$ cat src/rtl/fifo_frame_reader_pkg.sv
// fifo_frame_reader_pkg: shared state encoding, length type and header field layout.
// Revision 1.0
`default_nettype none

package fifo_frame_reader_pkg;

  typedef enum logic [1:0] {
    IDLE     = 2'd0,
    HDR_WAIT = 2'd1,
    STREAM   = 2'd2,
    DROP     = 2'd3
  } state_t;

  localparam int DEFAULT_LENGTH_WIDTH = 12;
  typedef logic [DEFAULT_LENGTH_WIDTH-1:0] length_t;

  // Length occupies the low bits of the header word.
  localparam int HDR_LEN_LSB = 0;

  // Skid entry layout: {data, first, last}.
  localparam int SKID_FIRST_BIT = 1;
  localparam int SKID_LAST_BIT  = 0;

endpackage

`default_nettype wire

$ cat src/rtl/fifo_frame_reader_skid_buffer.sv
// skid_buffer: 2-entry register FIFO with push/pop/count; head is always the oldest entry.
// Revision 1.0
`default_nettype none

module skid_buffer #(
  parameter int WIDTH = 18
) (
  input  logic             clock,
  input  logic             reset_n,
  input  logic             push,
  input  logic [WIDTH-1:0] push_data,
  input  logic             pop,
  output logic [WIDTH-1:0] head,
  output logic [1:0]       count
);

  logic [WIDTH-1:0] tail;
  logic             do_push;
  logic             do_pop;

  assign do_pop  = pop && (count != 2'd0);
  // A full buffer still accepts a push when the head leaves in the same cycle.
  assign do_push = push && ((count != 2'd2) || do_pop);

  always_ff @(posedge clock or negedge reset_n) begin
    if (!reset_n) begin
      head  <= '0;
      tail  <= '0;
      count <= 2'd0;
    end else begin
      case ({do_push, do_pop})
        2'b10: begin
          if (count == 2'd0) head <= push_data;
          else               tail <= push_data;
          count <= count + 2'd1;
        end
        2'b01: begin
          head  <= tail;
          count <= count - 2'd1;
        end
        2'b11: begin
          if (count == 2'd1) begin
            head <= push_data;
          end else begin
            head <= tail;
            tail <= push_data;
          end
        end
        default: ;
      endcase
    end
  end

endmodule

`default_nettype wire

$ cat src/rtl/fifo_frame_reader.sv
// fifo_frame_reader: drains length-prefixed frames from a non-FWFT FIFO into a framed stream.
// Revision 1.0
`default_nettype none

module fifo_frame_reader
  import fifo_frame_reader_pkg::*;
#(
  parameter int DATA_WIDTH        = 16,
  parameter int LENGTH_WIDTH      = DEFAULT_LENGTH_WIDTH,
  parameter int MAX_PAYLOAD_WORDS = 1518
) (
  input  logic                    clock,
  input  logic                    reset_n,
  input  logic                    fifo_empty,
  output logic                    fifo_read_enable,
  input  logic [DATA_WIDTH-1:0]   fifo_read_data,
  input  logic                    fifo_read_data_valid,
  output logic [DATA_WIDTH-1:0]   m_data,
  output logic                    m_valid,
  input  logic                    m_ready,
  output logic                    m_first,
  output logic                    m_last,
  output logic [LENGTH_WIDTH-1:0] m_length,
  output logic                    frame_done,
  output logic                    length_error
);

  localparam int SKID_WIDTH = DATA_WIDTH + 2;
  localparam logic [LENGTH_WIDTH-1:0] MAX_LEN = LENGTH_WIDTH'(MAX_PAYLOAD_WORDS);
  localparam logic [LENGTH_WIDTH-1:0] ONE     = LENGTH_WIDTH'(1);

  state_t                  state;
  logic                    read_in_flight;
  logic [LENGTH_WIDTH-1:0] reads_left;
  logic [LENGTH_WIDTH-1:0] capture_index;
  logic [LENGTH_WIDTH-1:0] header_length;
  logic [1:0]              skid_count;
  logic [SKID_WIDTH-1:0]   skid_head;
  logic [SKID_WIDTH-1:0]   skid_in;
  logic                    word_arrived;
  logic                    accept;
  logic                    skid_push;
  logic                    credit_ok;
  logic                    header_read;
  logic                    payload_read;
  logic                    drop_read;

  // Valid is only meaningful for the cycle after a read we actually issued.
  assign word_arrived  = read_in_flight && fifo_read_data_valid;
  assign header_length = fifo_read_data[HDR_LEN_LSB +: LENGTH_WIDTH];

  assign m_valid    = (skid_count != 2'd0);
  assign m_data     = skid_head[SKID_WIDTH-1:2];
  assign m_first    = m_valid && skid_head[SKID_FIRST_BIT];
  assign m_last     = m_valid && skid_head[SKID_LAST_BIT];
  assign accept     = m_valid && m_ready;
  assign frame_done = accept && m_last;

  // A beat leaving this cycle frees its slot, which is what keeps one beat per cycle flowing.
  assign credit_ok = (({1'b0, skid_count} - 3'(accept) + 3'(read_in_flight)) < 3'd2);

  assign header_read  = !fifo_empty && ((state == IDLE) || ((state == STREAM) && frame_done));
  assign payload_read = !fifo_empty && (state == STREAM) && (reads_left != '0) && credit_ok;
  assign drop_read    = !fifo_empty && (state == DROP) && (reads_left != '0);

  assign fifo_read_enable = reset_n && (header_read || payload_read || drop_read);

  assign skid_push = (state == STREAM) && word_arrived;
  assign skid_in   = {fifo_read_data, (capture_index == '0), (capture_index == (m_length - ONE))};

  always_ff @(posedge clock or negedge reset_n) begin
    if (!reset_n) begin
      state          <= IDLE;
      read_in_flight <= 1'b0;
      reads_left     <= '0;
      capture_index  <= '0;
      m_length       <= '0;
      length_error   <= 1'b0;
    end else begin
      read_in_flight <= fifo_read_enable;
      length_error   <= 1'b0;
      case (state)
        IDLE: begin
          if (header_read) state <= HDR_WAIT;
        end
        HDR_WAIT: begin
          if (word_arrived) begin
            capture_index <= '0;
            if (header_length == '0) begin
              length_error <= 1'b1;
              state        <= IDLE;
            end else if (header_length <= MAX_LEN) begin
              m_length   <= header_length;
              reads_left <= header_length;
              state      <= STREAM;
            end else begin
              length_error <= 1'b1;
              reads_left   <= header_length;
              state        <= DROP;
            end
          end
        end
        STREAM: begin
          if (payload_read) reads_left <= reads_left - ONE;
          if (skid_push) capture_index <= capture_index + ONE;
          if (frame_done) state <= header_read ? HDR_WAIT : IDLE;
        end
        DROP: begin
          if (drop_read) reads_left <= reads_left - ONE;
          if (word_arrived && (reads_left == '0)) state <= IDLE;
        end
        default: state <= IDLE;
      endcase
    end
  end

  skid_buffer #(
    .WIDTH(SKID_WIDTH)
  ) u_skid (
    .clock    (clock),
    .reset_n  (reset_n),
    .push     (skid_push),
    .push_data(skid_in),
    .pop      (accept),
    .head     (skid_head),
    .count    (skid_count)
  );

endmodule

`default_nettype wire

$ cat config.mk
export PLATFORM = sky130hd
export DESIGN_NAME = fifo_frame_reader
export DESIGN_NICKNAME = d
export VERILOG_FILES = /design/src/rtl/fifo_frame_reader_pkg.sv /design/src/rtl/fifo_frame_reader_skid_buffer.sv /design/src/rtl/fifo_frame_reader.sv
export SDC_FILE = /design/constraint.sdc
export NUM_CORES = 1
export LEC_CHECK = 0
export BUFFER_PORTS_ARGS = -buffer_cell sky130_fd_sc_hd__buf_2
export CAP_MARGIN = 20
export CELL_PAD_IN_SITES_DETAIL_PLACEMENT = 0
export CELL_PAD_IN_SITES_GLOBAL_PLACEMENT = 2
export CORE_MARGIN = 1.5
export CORE_UTILIZATION = 36
export CTS_CLUSTER_DIAMETER = 80
export DETAILED_ROUTE_END_ITERATION = 16
export PLACE_DENSITY_LB_ADDON = 0.25
export SETUP_SLACK_MARGIN = 0.3
export SKIP_LAST_GASP = 1
export SLEW_MARGIN = 20
export SYNTH_ARGS = -nofsm -noshare
export SYNTH_HDL_FRONTEND = slang
export SYNTH_HIERARCHICAL = 1
export SYNTH_SLANG_ARGS = --single-unit
$ cat constraint.sdc
create_clock -name clock -period 3.61 [get_ports clock]
set_clock_uncertainty 0.15 [all_clocks]
set_input_delay 0.5415 -clock clock [delete_from_list [all_inputs] [get_ports clock]]
set_output_delay 0.5415 -clock clock [all_outputs]
set_load 0.1 [all_outputs]
==> impl_metrics.ini <==
[worst_setup_path]
end_kind = output pin
cp-start-kind = flop
arrival_ns = 2.71
critical_path_class = flop to output pin
crit_fanout = 2
critPathLaunch = u_skid/count[1]$_DFFE_PN0P_
r2r-start = u_skid/count[1]$_DFFE_PN0P_
worstPathRequired_ns = 2.92

[drt]
wl_per_cell_um = 18.8
routed_wl_um = 12600
dr.first_iter.drc_count = 243
dr_wl_met2_um = 6090
ant_nets = 0
routed.top_layer = met4
wl_met1_um = 5890
drcViolationCount = 0
vias = 3819
dr_wl_met3_um = 496
avgViaCountPerCell = 5.69
firstDrtPassIters = 4

[cells_and_area]
regArea_sq_um = 1950
final_nets = 550
antennaDiodeCount = 0
multi_input_area_sq_um = 2270
fillers = 1186
finish.utilization_pct = 43.7
drive_above_1_share_pct = 24.8
area_growth_pct = 19.2

[die]
die_w_um = 113
core-area_sq_um = 12000
chipHeight_um = 113
num_rows = 40
io_pins = 55
floorplan.initialDensity_pct = 36.7
die_area_sq_um = 12900

[worst_hold_path]
hp-start = fifo_read_data[13]
hold_class = input pin to flop

[clocking]
clockBufferDepth = 2
clk_latency_ns = 0.34
cts_made_buffers = 9
cts_sinks = 78
cts_tree = done
cts-root-buf = clkbuf_16
h-tree-depth = 3
cts.clk_slew.worst_paths_ns = 0.06

[synthesis]
ys_ff_latch = 78
synthTopCellsByArea = dfrtp_1, mux2_2, o21ai_0
syn_area_sq_um = 4390
ys.flop_type = dfrtp_1
syn_nets = 495
synth_top_area_cell = dfrtp_1
syn_avg_cell_area_sq_um = 9.46
async_flop_share_pct = 100
synth.distinct_cells = 59
synth_edf_count = 0
yosys.area.top_type_share_pct = 44.5
synth_warnings = 6
ys_seq_area_share_pct = 44.5
syn-instance-count = 464

[sta]
fin_crit_sh_pct = 94.2
worstMarginPinSlew_ns = 0.861
slew_headroom_pct = 42.6
setup_viol = 0
fin_crit_ns = 3.40
rsz0062_at_grt = true
fin_tns_setup_ns = 0
slew_violations = 0
max_freq_ghz = 0.294
finalHoldViolCount = 0

[pwr]
power_density_nw_per_um2 = 1020
p_leak_nw = 2.28
peakVddDrop_v = 0.000386

[grt]
grt_max_degree = 52
grt_pass1_vias = 3669
gr-usage-all-layers_pct = 20.5
grt_pass1_wl_um = 20300
antenna_found_initial = 0
grt_overflow = 0

[outcome]
status = completed

[placed_design]
gp_congestion = 0.807
io_buffer_count = 54
hpwl_um = 8530

[run]
maxCapViolations = 0
## path summary, 6_finish.rpt
path	to	slack (ns)	cells after the start
min reg2reg	u_skid/tail[0]$_DFFE_PN0P_	0.36	1
min	u_skid/tail[15]$_DFFE_PN0P_	0.30	2
max reg2reg	reads_left[5]$_DFFE_PN0P_	0.58	13
min in group asynchronous	u_skid/tail[17]$_DFFE_PN0P_	0.53	2
max	fifo_read_enable	0.21	10
max in group asynchronous	length_error$_DFF_PN0_	1.77	3
## per-stage QoR
| step | power, mW | cells | worst slack [ns] | instance area, sq um | hold WS, ns |
|---|---|---|---|---|---|
| after CTS | 5.35 | 670 | 0.206 | 5220 | 0.285 |
| after global placement | 4.25 | 646 | 0.376 | 4810 | 0.336 |
| after floorplan | 3.72 | 464 | 0.307 | 4410 | 0.0959 |
| after global routing | 5.65 | 671 | 0.140 | 5230 | 0.296 |
| final | 5.33 | 671 | 0.210 | 5230 | 0.298 |
| after detailed placement | 4.28 | 646 | 0.357 | 4810 | 0.343 |
## layout by cell type, fill, tap and decap left out, drive strengths merged, types with 6 or more instances in the layout
cell    instances
dfrtp          78
buf            72
o21ai          44
nand3          40
nor3           29
nor2           26
mux2           25
a31oi          23
nand2          23
inv            18
clkbuf          9
ha              9
xor2            8
a21oi           8
nor4            7
a21o            6
o31ai           6
xnor2           6
nor2b           6
and2            6
## cells by family (layout without fill, tap and decap cells)
logic type,count (synthesis),in the layout,share of synthesized area (%)
compound gates,118,118,17.3
fa+ha+maj,10,10,3.02
mux,27,27,6.87
simple gates,171,171,20.8
xor+xnor,14,14,2.79
flops,78,78,44.5
buf+inv,46,106,4.73
## registers in the layout, indices dropped and copies added, names as in the netlist, 2 cells and up
name           count
capture_index     12
m_length          12
reads_left        12
state              2
u_skid/count       2
u_skid/head       18
u_skid/tail       18
## what timing repair did
item | in CTS | in global routing
pin swaps | 6 | 4
gates resized for setup | 2 | 1
hold endpoints to repair | 6 | 0
buffers inserted | 7 | 1
hold buffers | 1 | 0
gates cloned | 0 | 0
endpoints found under the setup margin | 1 | 1
## cell usage after synthesis, drive strengths merged (7+ instances only)
cell type / number
buf: 8
ha: 9
nor3: 29
mux2: 25
o21ai: 44
dfrtp: 78
clkbuf: 21
nor2: 26
a21oi: 8
xor2: 8
a31oi: 23
inv: 17
nor4: 7
nand2: 23
nand3: 40
## power breakdown
| part | switching [mW] | internal [mW] |
|---|---|---|
| sequential | 0.315 | 1.19 |
| combinational | 2.07 | 0.767 |
| clock | 0.383 | 0.608 |
| total | 2.77 | 2.56 |
## area by class of cell
type,count,share of cell area (%)
Clock buffer,9,4.31
Clock inverter,7,1.87
Inverter,17,1.22
Multi-Input combinational cell,340,43.5
Sequential cell,78,37.3
Tap cell,147,3.52
Timing Repair Buffer,73,8.28
## per-layer routing
metal  GRT usage (%)  vias up
li1                -     1832
met1            28.3     1897
met2            33.3       82
met3            3.13        8
met4            6.75        0
met5               0        -
## critical path, stage by stage, from the launching register on
cell and delay, ns:
dfrtp_2 0.41, or2_4 0.23, and2_4 0.15, ha_4 0.20, nand2b_4 0.13, fa_2 0.36, xnor2_2 0.14, a21o_1 0.19
and4_1 0.19, o21a_4 0.21, buf_12 0.16
No activity file was read; power rests on OpenSTA's default activity.
